**src/rtl/multicycle_control_pkg.sv**
```systemverilog
// Shared encodings for the multi-cycle MIPS controller: states, opcodes,
// funct codes, ALU controls, mux selects and fault causes.
package mips_ctrl_pkg;

    typedef enum logic [2:0] {
        S_IDLE, S_FETCH, S_DECODE, S_EXEC, S_MEM, S_WB, S_HALTED, S_FAULT
    } state_t;

    localparam logic [5:0] OP_RTYPE = 6'h00;
    localparam logic [5:0] OP_J     = 6'h02;
    localparam logic [5:0] OP_BEQ   = 6'h04;
    localparam logic [5:0] OP_ADDI  = 6'h08;
    localparam logic [5:0] OP_LW    = 6'h23;
    localparam logic [5:0] OP_SW    = 6'h2B;
    localparam logic [5:0] OP_HALT  = 6'h3F;

    localparam logic [5:0] FN_ADD = 6'h20;
    localparam logic [5:0] FN_SUB = 6'h22;
    localparam logic [5:0] FN_AND = 6'h24;
    localparam logic [5:0] FN_OR  = 6'h25;
    localparam logic [5:0] FN_SLT = 6'h2A;

    localparam logic [2:0] ALU_ADD = 3'd0;
    localparam logic [2:0] ALU_SUB = 3'd1;
    localparam logic [2:0] ALU_AND = 3'd2;
    localparam logic [2:0] ALU_OR  = 3'd3;
    localparam logic [2:0] ALU_SLT = 3'd4;

    localparam logic [1:0] PC_SRC_ALU    = 2'd0;
    localparam logic [1:0] PC_SRC_BRANCH = 2'd1;
    localparam logic [1:0] PC_SRC_JUMP   = 2'd2;

    localparam logic [1:0] SRC_B_RT      = 2'd0;
    localparam logic [1:0] SRC_B_FOUR    = 2'd1;
    localparam logic [1:0] SRC_B_IMM     = 2'd2;
    localparam logic [1:0] SRC_B_IMM_SH2 = 2'd3;

    localparam logic [1:0] CAUSE_NONE     = 2'd0;
    localparam logic [1:0] CAUSE_OVERFLOW = 2'd1;
    localparam logic [1:0] CAUSE_BAD_ADDR = 2'd2;
    localparam logic [1:0] CAUSE_ILLEGAL  = 2'd3;

    function automatic logic opcode_legal(input logic [5:0] op);
        logic ok;
        case (op)
            OP_RTYPE, OP_J, OP_BEQ, OP_ADDI, OP_LW, OP_SW, OP_HALT: ok = 1'b1;
            default:                                                ok = 1'b0;
        endcase
        return ok;
    endfunction

endpackage

```
**src/rtl/multicycle_control_if.sv**
```systemverilog
// Controller <-> datapath signal bundle; master is the controller side.
interface multicycle_control_if;
    logic        run;
    logic [5:0]  opcode;
    logic [5:0]  funct;
    logic        alu_zero;
    logic        alu_overflow;
    logic        mem_err_invalid_address;
    logic        ir_write;
    logic        pc_write;
    logic [1:0]  pc_source;
    logic        mem_addr_sel;
    logic        mem_read_enabled;
    logic        mem_write_enabled;
    logic        reg_write_enabled;
    logic        reg_dst;
    logic        mem_to_reg;
    logic        alu_src_a;
    logic [1:0]  alu_src_b;
    logic [2:0]  alu_control;
    logic        busy;
    logic        halted;
    logic        fault;
    logic [1:0]  fault_cause;
    logic [31:0] instr_count;

    modport master (
        input  run, opcode, funct, alu_zero, alu_overflow, mem_err_invalid_address,
        output ir_write, pc_write, pc_source, mem_addr_sel, mem_read_enabled,
               mem_write_enabled, reg_write_enabled, reg_dst, mem_to_reg,
               alu_src_a, alu_src_b, alu_control, busy, halted, fault,
               fault_cause, instr_count
    );

    modport slave (
        output run, opcode, funct, alu_zero, alu_overflow, mem_err_invalid_address,
        input  ir_write, pc_write, pc_source, mem_addr_sel, mem_read_enabled,
               mem_write_enabled, reg_write_enabled, reg_dst, mem_to_reg,
               alu_src_a, alu_src_b, alu_control, busy, halted, fault,
               fault_cause, instr_count
    );
endinterface

```
**src/rtl/multicycle_control_alu_decoder.sv**
```systemverilog
// ALU opcode selection per phase; R-type funct only matters in EXEC, while
// the illegal-funct flag is valid whenever the IR holds an R-type.
module alu_decoder
    import mips_ctrl_pkg::*;
(
    input  state_t     state,
    input  logic [5:0] opcode,
    input  logic [5:0] funct,
    output logic [2:0] alu_control,
    output logic       illegal_funct
);
    logic [2:0] rtype_ctl;

    always_comb begin
        rtype_ctl     = ALU_ADD;
        illegal_funct = 1'b0;
        case (funct)
            FN_ADD:  rtype_ctl = ALU_ADD;
            FN_SUB:  rtype_ctl = ALU_SUB;
            FN_AND:  rtype_ctl = ALU_AND;
            FN_OR:   rtype_ctl = ALU_OR;
            FN_SLT:  rtype_ctl = ALU_SLT;
            default: illegal_funct = (opcode == OP_RTYPE);
        endcase
    end

    always_comb begin
        alu_control = ALU_ADD;
        if (state == S_EXEC) begin
            if (opcode == OP_RTYPE)
                alu_control = rtype_ctl;
            else if (opcode == OP_BEQ)
                alu_control = ALU_SUB;
        end
    end
endmodule

```
**src/rtl/multicycle_control.sv**
```systemverilog
// Multi-cycle MIPS control FSM: one datapath phase per cycle, with fault
// detection, HALT handling and a retired-instruction counter.
module multicycle_control
    import mips_ctrl_pkg::*;
(
    input logic                  clock,
    input logic                  reset,
    multicycle_control_if.master bus
);
    state_t      state, state_nxt;
    logic [1:0]  cause_q, cause_nxt;
    logic [31:0] count_q;
    logic        retire;
    logic [2:0]  alu_ctl;
    logic        illegal_funct;
    logic        ovf_checked;
    state_t      next_instr;

    alu_decoder u_alu_decoder (
        .state         (state),
        .opcode        (bus.opcode),
        .funct         (bus.funct),
        .alu_control   (alu_ctl),
        .illegal_funct (illegal_funct)
    );

    // and/or/slt cannot overflow in a meaningful way, so only add/sub/addi trap
    assign ovf_checked = (bus.opcode == OP_ADDI) ||
                         ((bus.opcode == OP_RTYPE) &&
                          ((bus.funct == FN_ADD) || (bus.funct == FN_SUB)));
    assign next_instr  = bus.run ? S_FETCH : S_IDLE;

    always_ff @(posedge clock or posedge reset) begin
        if (reset) begin
            state   <= S_IDLE;
            cause_q <= CAUSE_NONE;
            count_q <= '0;
        end else begin
            state   <= state_nxt;
            cause_q <= cause_nxt;
            if (retire)
                count_q <= count_q + 32'd1;
        end
    end

    always_comb begin
        state_nxt             = state;
        cause_nxt             = cause_q;
        retire                = 1'b0;
        bus.ir_write          = 1'b0;
        bus.pc_write          = 1'b0;
        bus.pc_source         = PC_SRC_ALU;
        bus.mem_addr_sel      = 1'b0;
        bus.mem_read_enabled  = 1'b0;
        bus.mem_write_enabled = 1'b0;
        bus.reg_write_enabled = 1'b0;
        bus.reg_dst           = 1'b0;
        bus.mem_to_reg        = 1'b0;
        bus.alu_src_a         = 1'b0;
        bus.alu_src_b         = SRC_B_RT;

        case (state)
            S_IDLE: if (bus.run) state_nxt = S_FETCH;

            S_FETCH: begin
                bus.mem_read_enabled = 1'b1;
                bus.ir_write         = 1'b1;
                bus.alu_src_b        = SRC_B_FOUR;
                bus.pc_write         = 1'b1;
                if (bus.mem_err_invalid_address) begin
                    state_nxt = S_FAULT;
                    cause_nxt = CAUSE_BAD_ADDR;
                end else begin
                    state_nxt = S_DECODE;
                end
            end

            S_DECODE: begin
                bus.alu_src_b = SRC_B_IMM_SH2;
                if (bus.opcode == OP_HALT) begin
                    state_nxt = S_HALTED;
                end else if (!opcode_legal(bus.opcode) || illegal_funct) begin
                    state_nxt = S_FAULT;
                    cause_nxt = CAUSE_ILLEGAL;
                end else begin
                    state_nxt = S_EXEC;
                end
            end

            S_EXEC: begin
                case (bus.opcode)
                    OP_RTYPE, OP_ADDI: begin
                        bus.alu_src_a = 1'b1;
                        bus.alu_src_b = (bus.opcode == OP_ADDI) ? SRC_B_IMM : SRC_B_RT;
                        if (bus.alu_overflow && ovf_checked) begin
                            state_nxt = S_FAULT;
                            cause_nxt = CAUSE_OVERFLOW;
                        end else begin
                            state_nxt = S_WB;
                        end
                    end
                    OP_LW, OP_SW: begin
                        bus.alu_src_a = 1'b1;
                        bus.alu_src_b = SRC_B_IMM;
                        state_nxt     = S_MEM;
                    end
                    OP_BEQ: begin
                        bus.alu_src_a = 1'b1;
                        bus.pc_write  = bus.alu_zero;
                        bus.pc_source = PC_SRC_BRANCH;
                        retire        = 1'b1;
                        state_nxt     = next_instr;
                    end
                    OP_J: begin
                        bus.pc_write  = 1'b1;
                        bus.pc_source = PC_SRC_JUMP;
                        retire        = 1'b1;
                        state_nxt     = next_instr;
                    end
                    default: begin
                        state_nxt = S_FAULT;
                        cause_nxt = CAUSE_ILLEGAL;
                    end
                endcase
            end

            S_MEM: begin
                bus.mem_addr_sel      = 1'b1;
                bus.mem_write_enabled = (bus.opcode == OP_SW);
                bus.mem_read_enabled  = (bus.opcode != OP_SW);
                if (bus.mem_err_invalid_address) begin
                    state_nxt = S_FAULT;
                    cause_nxt = CAUSE_BAD_ADDR;
                end else if (bus.opcode == OP_SW) begin
                    retire    = 1'b1;
                    state_nxt = next_instr;
                end else begin
                    state_nxt = S_WB;
                end
            end

            S_WB: begin
                bus.reg_write_enabled = 1'b1;
                bus.reg_dst           = (bus.opcode == OP_RTYPE);
                bus.mem_to_reg        = (bus.opcode == OP_LW);
                retire                = 1'b1;
                state_nxt             = next_instr;
            end

            default: ;  // HALTED and FAULT hold until reset
        endcase
    end

    assign bus.alu_control = alu_ctl;
    assign bus.busy        = (state != S_IDLE) && (state != S_HALTED) && (state != S_FAULT);
    assign bus.halted      = (state == S_HALTED);
    assign bus.fault       = (state == S_FAULT);
    assign bus.fault_cause = cause_q;
    assign bus.instr_count = count_q;
endmodule

```
**src/flat_wrapper.sv**
```systemverilog
// flat-port wrapper written by rule: the top's interface ports become plain ports
module multicycle_control_flat import mips_ctrl_pkg::*;
  (clock, reset, bus_run, bus_opcode, bus_funct, bus_alu_zero, bus_alu_overflow, bus_mem_err_invalid_address, bus_ir_write, bus_pc_write, bus_pc_source, bus_mem_addr_sel, bus_mem_read_enabled, bus_mem_write_enabled, bus_reg_write_enabled, bus_reg_dst, bus_mem_to_reg, bus_alu_src_a, bus_alu_src_b, bus_alu_control, bus_busy, bus_halted, bus_fault, bus_fault_cause, bus_instr_count);
  multicycle_control_if bus_i ();
  input logic clock;
  input logic reset;
  input wire logic [$bits(bus_i.run)-1:0] bus_run;
  input wire logic [$bits(bus_i.opcode)-1:0] bus_opcode;
  input wire logic [$bits(bus_i.funct)-1:0] bus_funct;
  input wire logic [$bits(bus_i.alu_zero)-1:0] bus_alu_zero;
  input wire logic [$bits(bus_i.alu_overflow)-1:0] bus_alu_overflow;
  input wire logic [$bits(bus_i.mem_err_invalid_address)-1:0] bus_mem_err_invalid_address;
  output wire logic [$bits(bus_i.ir_write)-1:0] bus_ir_write;
  output wire logic [$bits(bus_i.pc_write)-1:0] bus_pc_write;
  output wire logic [$bits(bus_i.pc_source)-1:0] bus_pc_source;
  output wire logic [$bits(bus_i.mem_addr_sel)-1:0] bus_mem_addr_sel;
  output wire logic [$bits(bus_i.mem_read_enabled)-1:0] bus_mem_read_enabled;
  output wire logic [$bits(bus_i.mem_write_enabled)-1:0] bus_mem_write_enabled;
  output wire logic [$bits(bus_i.reg_write_enabled)-1:0] bus_reg_write_enabled;
  output wire logic [$bits(bus_i.reg_dst)-1:0] bus_reg_dst;
  output wire logic [$bits(bus_i.mem_to_reg)-1:0] bus_mem_to_reg;
  output wire logic [$bits(bus_i.alu_src_a)-1:0] bus_alu_src_a;
  output wire logic [$bits(bus_i.alu_src_b)-1:0] bus_alu_src_b;
  output wire logic [$bits(bus_i.alu_control)-1:0] bus_alu_control;
  output wire logic [$bits(bus_i.busy)-1:0] bus_busy;
  output wire logic [$bits(bus_i.halted)-1:0] bus_halted;
  output wire logic [$bits(bus_i.fault)-1:0] bus_fault;
  output wire logic [$bits(bus_i.fault_cause)-1:0] bus_fault_cause;
  output wire logic [$bits(bus_i.instr_count)-1:0] bus_instr_count;
  assign bus_i.run = bus_run;
  assign bus_i.opcode = bus_opcode;
  assign bus_i.funct = bus_funct;
  assign bus_i.alu_zero = bus_alu_zero;
  assign bus_i.alu_overflow = bus_alu_overflow;
  assign bus_i.mem_err_invalid_address = bus_mem_err_invalid_address;
  assign bus_ir_write = bus_i.ir_write;
  assign bus_pc_write = bus_i.pc_write;
  assign bus_pc_source = bus_i.pc_source;
  assign bus_mem_addr_sel = bus_i.mem_addr_sel;
  assign bus_mem_read_enabled = bus_i.mem_read_enabled;
  assign bus_mem_write_enabled = bus_i.mem_write_enabled;
  assign bus_reg_write_enabled = bus_i.reg_write_enabled;
  assign bus_reg_dst = bus_i.reg_dst;
  assign bus_mem_to_reg = bus_i.mem_to_reg;
  assign bus_alu_src_a = bus_i.alu_src_a;
  assign bus_alu_src_b = bus_i.alu_src_b;
  assign bus_alu_control = bus_i.alu_control;
  assign bus_busy = bus_i.busy;
  assign bus_halted = bus_i.halted;
  assign bus_fault = bus_i.fault;
  assign bus_fault_cause = bus_i.fault_cause;
  assign bus_instr_count = bus_i.instr_count;
  multicycle_control u_core (.clock(clock), .reset(reset), .bus(bus_i));
endmodule
```
**config.mk**
```make
export PLATFORM = sky130hd
export DESIGN_NAME = multicycle_control_flat
export DESIGN_NICKNAME = d
export VERILOG_FILES = /design/src/rtl/multicycle_control_pkg.sv /design/src/rtl/multicycle_control_if.sv /design/src/rtl/multicycle_control_alu_decoder.sv /design/src/rtl/multicycle_control.sv /design/src/flat_wrapper.sv
export SDC_FILE = /design/constraint.sdc
export NUM_CORES = 1
export LEC_CHECK = 0
export ABC_AREA = 1
export CAP_MARGIN = 20
export CORE_AREA = 2 2 83 85
export DETAILED_ROUTE_END_ITERATION = 16
export DIE_AREA = 0 0 85 87
export HOLD_SLACK_MARGIN = 0.12
export PLACE_DENSITY = 0.81
export SLEW_MARGIN = 20
export SYNTH_ARGS = -nofsm -noshare
export SYNTH_HDL_FRONTEND = slang
export SYNTH_HIERARCHICAL = 1
export SYNTH_SLANG_ARGS = --single-unit
```
**constraint.sdc**
```tcl
create_clock -name clock -period 2 [get_ports clock]
set_input_delay 0.4 -clock clock [delete_from_list [all_inputs] [get_ports clock]]
set_output_delay 0.4 -clock clock [all_outputs]
set_load 0.01 [all_outputs]
```
# After elaboration in Yosys (flattened, before gate mapping)
# Cells that the tools add are included.
# totals
romBits	0
input_bits	18
ramBits	0
reg_bits	37
elab_cells	98
output_inout_bits	53
mem_count	0
latchBits	0
# op_classes
add_sub_neg	1
n_div	0
shifts	0
reduce_logical	23
n_lt_le_gt_ge	0
muxes	44
eq_ne	27
n_mul	0
bitwise	0
# op_table
cell	count
equality test 6 bit (second input constant)	8
adder 32 x 1 -> 32 bit (second input constant)	1
two-way mux 3 bit	8
case mux 3 bit (6 select lines)	1
two-way mux 1 bit	17
two-way mux 2 bit	7
equality test 3 bit (second input constant)	4
case mux 2 bit (2 select lines)	3
case mux 2 bit (3 select lines)	2
case mux 3 bit (4 select lines)	1
OR reduction 5 bit	2
case mux 3 bit (3 select lines)	1
OR reduction 2 bit	4
OR reduction 7 bit	1
equality test 3 x 2 -> 1 bit (second input constant)	2
equality test 6 x 2 -> 1 bit (second input constant)	1
equality test 6 x 3 -> 1 bit (second input constant)	1
equality test 6 x 4 -> 1 bit (second input constant)	1
zero test 6 bit	1
!= test 2 bit (second input constant)	3
!= test 3 bit (second input constant)	2
!= test 6 bit (second input constant)	1
case mux 1 bit (2 select lines)	3
AND reduction 6 bit	1
12 further kinds	19

# Logic depth before layout (Yosys ltp)
# Gate-level depths: netlist of the first run.
# logic_depth
ltp_word	10
depth_mapped	11
ltp_nobuf	11

# By module
# The synthesis of the first run kept the hierarchy.
# by_module_without_submodules
module	area_each_um2	seq_area_each_um2	n_inst	cells_each
multicycle_control	2782.7	925.9	1	418
alu_decoder	192.7	0.0	1	36

# Least setup slack after synthesis of the first run
# No wires, ideal clock.
# synth_timing
kind	flip-flop to output port
from	register u_core.state[2]
to	output bus_pc_write
path_buffers	0
arrival_ns	1.210
path_slack_ns	0.390
path_stages_with_launch	7
required_ns	1.600
cell_sequence	dfrtp_1 inv_2 nand3_4 inv_2 nand4_2 inv_1 a211o_1
# synth_between
elab_chain_len	2
elab_cells_between_ends	3
classes_between	eq/ne: 2; mux: 1
# synth_lines
element	line	rtl
from (decl)	multicycle_control.sv:10	state_t state, state_nxt;
from (signal assigned)	multicycle_control.sv:39	state <= state_nxt;
equality test 3 x 2 -> 1 bit / equality test 3 x 1 -> 1 bit (equally long branches)	multicycle_control.sv:62	case (state)
case mux 1 bit (2 select lines) (*)	multicycle_control.sv:62	
to (decl)	flat_wrapper.sv:14	output wire logic [$bits(bus_i.pc_write)-1:0] bus_pc_write;
# Mark *: on every way between the ends. The rest lies on a longest branch, timed or not.

# Worst setup path in the final report of the first run
# layout_timing
from	input bus_opcode[4]
to	output bus_mem_read_enabled
# layout_between
elab_chain_len	2
# layout_lines
element	line	rtl
from (decl)	flat_wrapper.sv:8	input wire logic [$bits(bus_i.opcode)-1:0] bus_opcode;
!= test 6 bit	multicycle_control.sv:130	bus.mem_read_enabled = (bus.opcode != OP_SW);
case mux 1 bit (2 select lines)	multicycle_control.sv:62	
to (decl)	flat_wrapper.sv:17	output wire logic [$bits(bus_i.mem_read_enabled)-1:0] bus_mem_read_enabled;
# Every way passes these cells.

==> flow_metrics.tcl, run 1 <==
set metrics [dict create \
    outcome "finished with violations" \
    violations "negative setup slack" \
    slowest_stage "dlygate4sd2_1" \
    setup_viol 1 \
    ys_top_cells_by_area "dfrtp_1 31%, nand2_1 20%, nor2_1 7.4%" \
    dr.pass1.iters 5 \
    yosysUniqueCellTypes 38 \
    critPathMaxStageDelay_ns 0.29 \
    layout-drive-gt1-share 0.199 \
    port_buffers 70 \
    grt_first_pass_wirelength_mm 14.7 \
    regArea_sq_um 928 \
    crit_start "bus_opcode[4]" \
    hold_ws_ns 0.484 \
    crit_required_ns 1.60 \
    wl_mm 8.99 \
    cts_sinks 37 \
    route.detailed.drc 0 \
    synth-seq-cells 37 \
    ys_dominant_reg_cell "dfrtp_1" \
    syn-mean-instance-area_sq_um 6.55 \
    worstRegToRegCells 12 \
    wl_per_cell_microns 13.7 \
    fin_crit_sh 1.00 \
    routed_via_density 5.22 \
    netlist_area_sq_mm 0.00298 \
    vias 3437 \
    worstMarginPinSlew_ns 0.472 \
    r2r_end "u_core/bus.instr_count[27]" \
    hp-class "reg2reg" \
    timing.fmax_mhz 500 \
    start_util 0.453 \
    p_leak_nw 2.18 \
    crit_chain "dlygate4sd2_1 -> nor2_2 -> nand3_2 -> inv_1 -> nand2_1 -> nand2_1 -> nand2_1 -> dlygate4sd2_1" \
    crit_arrival_ns 1.60 \
    rrSetupSlack_ns 0.17 \
    ir_worst_vdd_v 0.000839 \
    grt_max_degree 38 \
    ys_warn_count 6 \
    maxSlewHeadroom 0.685 \
    grt_setup_unrepaired "yes" \
    final_cells 658 \
    grt.total_usage 0.243 \
    grt_overflow_total 0 \
    total_power_w 0.00374 \
    min_period_ns 2.00 \
    drt_iter0_drc 164 \
    power_density_mw_per_mm2 872 \
    startpoint_type "input pin" \
    htreeDepth 2 \
    die_y_microns 87 \
    syn_nets 476 \
    layout_setup_ws_ns -0.000988 \
    place_hpwl_mm 6.84 \
    crit_fanout 4 \
    dieArea_sq_mm 0.00740 \
    hold_violations 0 \
    worstSkewPairLatency_ns 0.29 \
    die_w_microns 85 \
    synth_top_area_frac 0.311 \
    async_flop_share 1.00 \
    fin_nets 599 \
    floorplan.io_pins 71 \
    placed_cells 638 \
    cap_violations 0 \
    fillers 562 \
    synth_top_area_cell "dfrtp_1" \
    r2r-start "u_core/state[1]" \
    grt_pass1_vias 3382 \
    ant_nets 0 \
    crit_buf_inv 3 \
    numCtsBuffers 5 \
    cp_common_cell "nand2_1" \
    path_clk_slew_ns 0.07 \
    cts_buffer_depth 2 \
    fin_skew_ns 0.00302 \
    diodes 0 \
    cp_num_cells 8 \
    worstSetupPathType "in2out" \
    coreArea_sq_mm 0.00657 \
    cts_hold_buf 0 \
    rows 30 \
    synth_edf_count 0 \
    multiInputGateArea_sq_mm 0.00181 \
    report.final.slew_viol_count 0 \
    crit_end "bus_mem_read_enabled" \
    routabilityCongestion 0.914 \
    areaGrowthSynthToFinish_pct 44.3 \
    seq_area_frac_synth 0.311 \
    crit_family "buffers and inverters" \
    netlist_instances 454 \
    cts_root_buf "clkbuf_8" \
    cts_tree "yes" \
    endpoint_kind "primary output" \
    antenna_found_initial 0 \
]
## worst min path at each step
stage                                    from                         to  slack (ns)  cells after the start
floorplan           u_core/bus.fault_cause[0]  u_core/bus.fault_cause[0]        0.51                      2
global placement    u_core/bus.fault_cause[1]  u_core/bus.fault_cause[1]        0.46                      2
detailed placement  u_core/bus.fault_cause[1]  u_core/bus.fault_cause[1]        0.47                      2
CTS                 u_core/bus.fault_cause[1]  u_core/bus.fault_cause[1]        0.49                      2
global route        u_core/bus.fault_cause[0]  u_core/bus.fault_cause[0]        0.54                      2
finish              u_core/bus.fault_cause[1]  u_core/bus.fault_cause[1]        0.48                      2
## worst register-to-register path, cell delays in order (launching register included)
cell and delay (ns):
dfrtp_2 0.46, buf_6 0.14, nand3_4 0.10, buf_6 0.11, nor2_4 0.04, buf_4 0.12, nor2_1 0.11, nand3_2 0.12
nand2_4 0.13, inv_4 0.08, buf_12 0.16, nand2_1 0.09, o21ai_2 0.06
## sequential cells by signal, summed over array words and instances, names as in the netlist
register and count:
u_core/bus.fault_cause 2, u_core/bus.instr_count 32, u_core/state 3
## metrics by stage
stage	setup WS, ns	setup TNS (ns)	util	instance area, sq um
2_1_floorplan	0.390	0	-	2980
3_3_place_gp	-0.473	-10.14	0.617	4050
3_5_place_dp	-0.558	-14.52	0.617	4050
4_1_cts	0.000172	0	0.649	4260
5_1_grt	-0.0856	-0.136	0.654	4290
6_report	-0.000988	-0.000988	0.654	4290
## layer usage
metal / global-route usage / vias to the layer above / share of wire
li1: - / 1676 / -
met4: 0.0895 / 0 / 0.020
met2: 0.450 / 118 / 0.51
met5: 0 / - / 0
met3: 0.0379 / 18 / 0.050
met1: 0.283 / 1625 / 0.42
## cells in the final DEF (no fill, tap or decap), drive strengths merged, types with 4 or more instances in the layout
cell type	n
nand2	158
nor2	68
inv	60
buf	54
clkdlybuf4s50	40
dfrtp	37
nand3	34
o21ai	18
nor3	17
dlygate4sd2	15
xor2	15
nand4	12
clkbuf	11
xnor2	6
a21oi	5
dlymetal6s2s	4
ha	4
## cells by family after synthesis
family          share of synthesized area
buf+inv                            0.0967
fa+ha+maj                          0.0168
compound gates                     0.0618
simple gates                        0.452
flops                               0.311
xor+xnor                           0.0618
## where the power goes
group	switching [W]	internal, W	leakage (nW)
registers	0.000170	0.000901	0.488
logic	0.00101	0.000901	1.62
clock network	0.000270	0.000495	0.0681
total	0.00145	0.00230	2.18
## repair_timing
| item | in CTS | in global routing |
|---|---|---|
| resized for setup | 48 | 26 |
| buffers inserted | 10 | 2 |
| gates cloned | 0 | 0 |
| endpoints found under the setup margin | 20 | 8 |
| pin swaps | 4 | 4 |
## cells in the mapped netlist, types with 5 or more instances
master	n
xnor2_1	6
o21ai_2	6
xor2_1	15
inv_2	6
nand3_1	29
a21oi_1	5
nor3_1	16
nand2_1	156
inv_1	53
nand4_1	11
nor2_1	59
dfrtp_1	37
o21ai_1	9
## final cells by class
cell class,count,share of cell area
Multi-Input combinational cell,351,0.420
Clock inverter,3,0.0152
Clock buffer,5,0.0160
Sequential cell,37,0.216
Tap cell,80,0.0233
Inverter,60,0.0536
Timing Repair Buffer,122,0.255
(Power assumes the default switching activity.)
==> run 2: changes to the inputs <==
--- a/config.mk
+++ b/config.mk
@@ -10,6 +10,7 @@
 export CORE_AREA = 2 2 83 85
 export DETAILED_ROUTE_END_ITERATION = 16
 export DIE_AREA = 0 0 85 87
+export GPL_ROUTABILITY_DRIVEN = 0
 export HOLD_SLACK_MARGIN = 0.12
 export PLACE_DENSITY = 0.81
 export SLEW_MARGIN = 20
==> run 2 against run 1 <==
Net effect:
- the run now ends clean
- combinational power fell by 5%
- design area fell by 2.3%
- clock-buffer cell count did not move
- critical path type is now reg2out
- critical endpoint is now bus_alu_src_b[1]
- largest cell class unchanged
==> flow_metrics.tcl, run 2 (synthesized netlist as in run 1, its figures left out) <==
set metrics [dict create \
    cap_violations 0 \
    worstRegToRegCells 12 \
    cts_root_buf "clkbuf_8" \
    htreeDepth 2 \
    grt_max_degree 38 \
    dpl_cell_area_sq_mm 0.00405 \
    r2r_end "u_core/bus.instr_count[8]" \
    fin_skew_ns 0.00957 \
    cts_buffer_depth 2 \
    route.detailed.drc 0 \
    worstSetupPathType "reg2out" \
    grt.total_usage 0.233 \
    path_clk_slew_ns 0.07 \
    ant_nets 0 \
    wl_mm 8.52 \
    worstMarginPinSlew_ns 0.502 \
    power_density_mw_per_mm2 836 \
    regArea_sq_um 928 \
    port_buffers 70 \
    power.switching_w 0.00139 \
    rrSetupSlack_ns 0.18 \
    routed_via_density 5.11 \
    multiInputGateArea_sq_mm 0.00180 \
    p_clk_frac 0.178 \
    p_leak_nw 2.12 \
    crit_chain "inv_2 -> buf_4 -> ha_1 -> o22a_1 -> clkdlybuf4s15_2" \
    wl_per_cell_microns 13.1 \
    hp-class "reg2reg" \
    grt_overflow_total 0 \
    largest_reg_flops 32 \
    timing.fmax_mhz 513 \
    critPathMaxStageDelay_ns 0.40 \
    finalInstanceArea_sq_mm 0.00420 \
    grt_first_pass_wirelength_mm 14.1 \
    fillers 553 \
    coreArea_sq_mm 0.00657 \
    vias 3328 \
    die_w_microns 85 \
    crit_family "buffers and inverters" \
    dr.pass1.iters 5 \
    seq_power_share 0.307 \
    cp_num_cells 5 \
    antenna_found_initial 0 \
    dieArea_sq_mm 0.00740 \
    crit_arrival_ns 1.55 \
    r2r-start "u_core/state[1]" \
    p_int_w 0.00211 \
    mostFrequentLayoutCells "156 x nand2_1, 54 x nor2_1, 51 x inv_1" \
    drt_iter0_drc 234 \
    cts_tree "yes" \
    place_hpwl_mm 6.47 \
    min_period_ns 1.95 \
    numCtsBuffers 5 \
    crit_required_ns 1.60 \
    maxSlewHeadroom 0.663 \
    fin_setup_tns_ns 0 \
    layout-drive-gt1-share 0.186 \
    crit_buf_inv 3 \
    endpoint_kind "primary output" \
    worstSkewPairLatency_ns 0.30 \
    p_sw_frac 0.397 \
    cts_sinks 37 \
    hold_violations 0 \
    areaGrowthSynthToFinish_pct 41.0 \
    combinationalPowerShare 0.515 \
    cts_hold_buf 0 \
    rows 30 \
    diodes 0 \
    setup_viol 0 \
    startpoint_type "flip-flop" \
    slowest_stage "dfrtp_1" \
    fin_crit_sh 0.975 \
    fin_nets 593 \
    outcome "finished clean" \
    crit_fanout 4 \
    die_y_microns 87 \
    floorplan.io_pins 71 \
    grt_pass1_vias 3196 \
    report.final.slew_viol_count 0 \
    ir_worst_vdd_v 0.000782 \
    crit_end "bus_alu_src_b[1]" \
    crit_start "u_core/state[2]" \
    fin_util 0.639 \
    start_util 0.453 \
    final_common_cell "nand2_1" \
]
-- run 2: changes by cell type in the layout (fill, tap and decap cells not counted), moves of 2 or more --
cell             before  now
dlymetal6s2s_1        4    2
buf_4                45   41
buf_6                 4    2
dlygate4sd2_1        15   12
clkbuf_2              6    8
clkdlybuf4s50_1      40   44
nor2_1               52   54
-- run 2: worst register-to-register path: cells and delay by family, from the launching register on --
family	cells	cell delay, ns
DFF	1	0.43
AOI/OAI and AO/OA	1	0.08
buffers and inverters	5	0.64
and+or+nand+nor	6	0.57
-- run 2: how the worst min path moves through the flow --
stage	start	to	slack (ns)	cells past startpoint
after detailed placement	u_core/bus.fault_cause[0]	u_core/bus.fault_cause[0]	0.46	2
after global placement	u_core/bus.fault_cause[1]	u_core/bus.fault_cause[1]	0.46	2
final	u_core/bus.fault_cause[0]	u_core/bus.fault_cause[0]	0.48	2
after floorplan	u_core/bus.fault_cause[0]	u_core/bus.fault_cause[0]	0.51	2
after CTS	u_core/bus.fault_cause[0]	u_core/bus.fault_cause[0]	0.48	2
after global routing	u_core/bus.fault_cause[0]	u_core/bus.fault_cause[0]	0.52	2
-- run 2: timing repair --
item,in CTS,in global routing
resized for setup,43,22
setup endpoints to repair,19,10
setup buffers,5,1
pin swaps,4,2
-- run 2: routing by layer --
layer  GRT usage  wire length, microns
met1       0.282                  3580
met2       0.419                  4210
met3      0.0417                   553
met4      0.0750                   174
met5           0                     0
-- run 2: through the flow --
step,setup slack (ns),hold WS (ns),std cells,total power [W]
6_report,0.0501,0.475,651,0.00351
5_1_grt,-0.0113,0.518,651,0.00373
4_1_cts,0.00269,0.480,650,0.00351
3_5_place_dp,-0.556,0.463,638,0.00287
3_3_place_gp,-0.475,0.462,638,0.00282
2_1_floorplan,0.390,0.507,454,0.00202
-- run 2: cell type report --
| type | count | area share |
|---|---|---|
| inverters | 60 | 0.0543 |
| multi-input cells | 351 | 0.429 |
| flip-flops and latches | 37 | 0.221 |
| clock inverters | 2 | 0.00835 |
| well taps | 80 | 0.0239 |
| clock buffers | 5 | 0.0164 |
| repair buffers | 116 | 0.247 |
-- run 2: power groups by stage --
stage / Combinational, W / Sequential [W] / Clock (W)
2_1_floorplan: 0.000910 / 0.00111 / 0
3_3_place_gp: 0.00174 / 0.00108 / 0
3_5_place_dp: 0.00178 / 0.00109 / 0
4_1_cts: 0.00180 / 0.00107 / 0.000633
5_1_grt: 0.00197 / 0.00110 / 0.000661
6_report: 0.00181 / 0.00108 / 0.000625
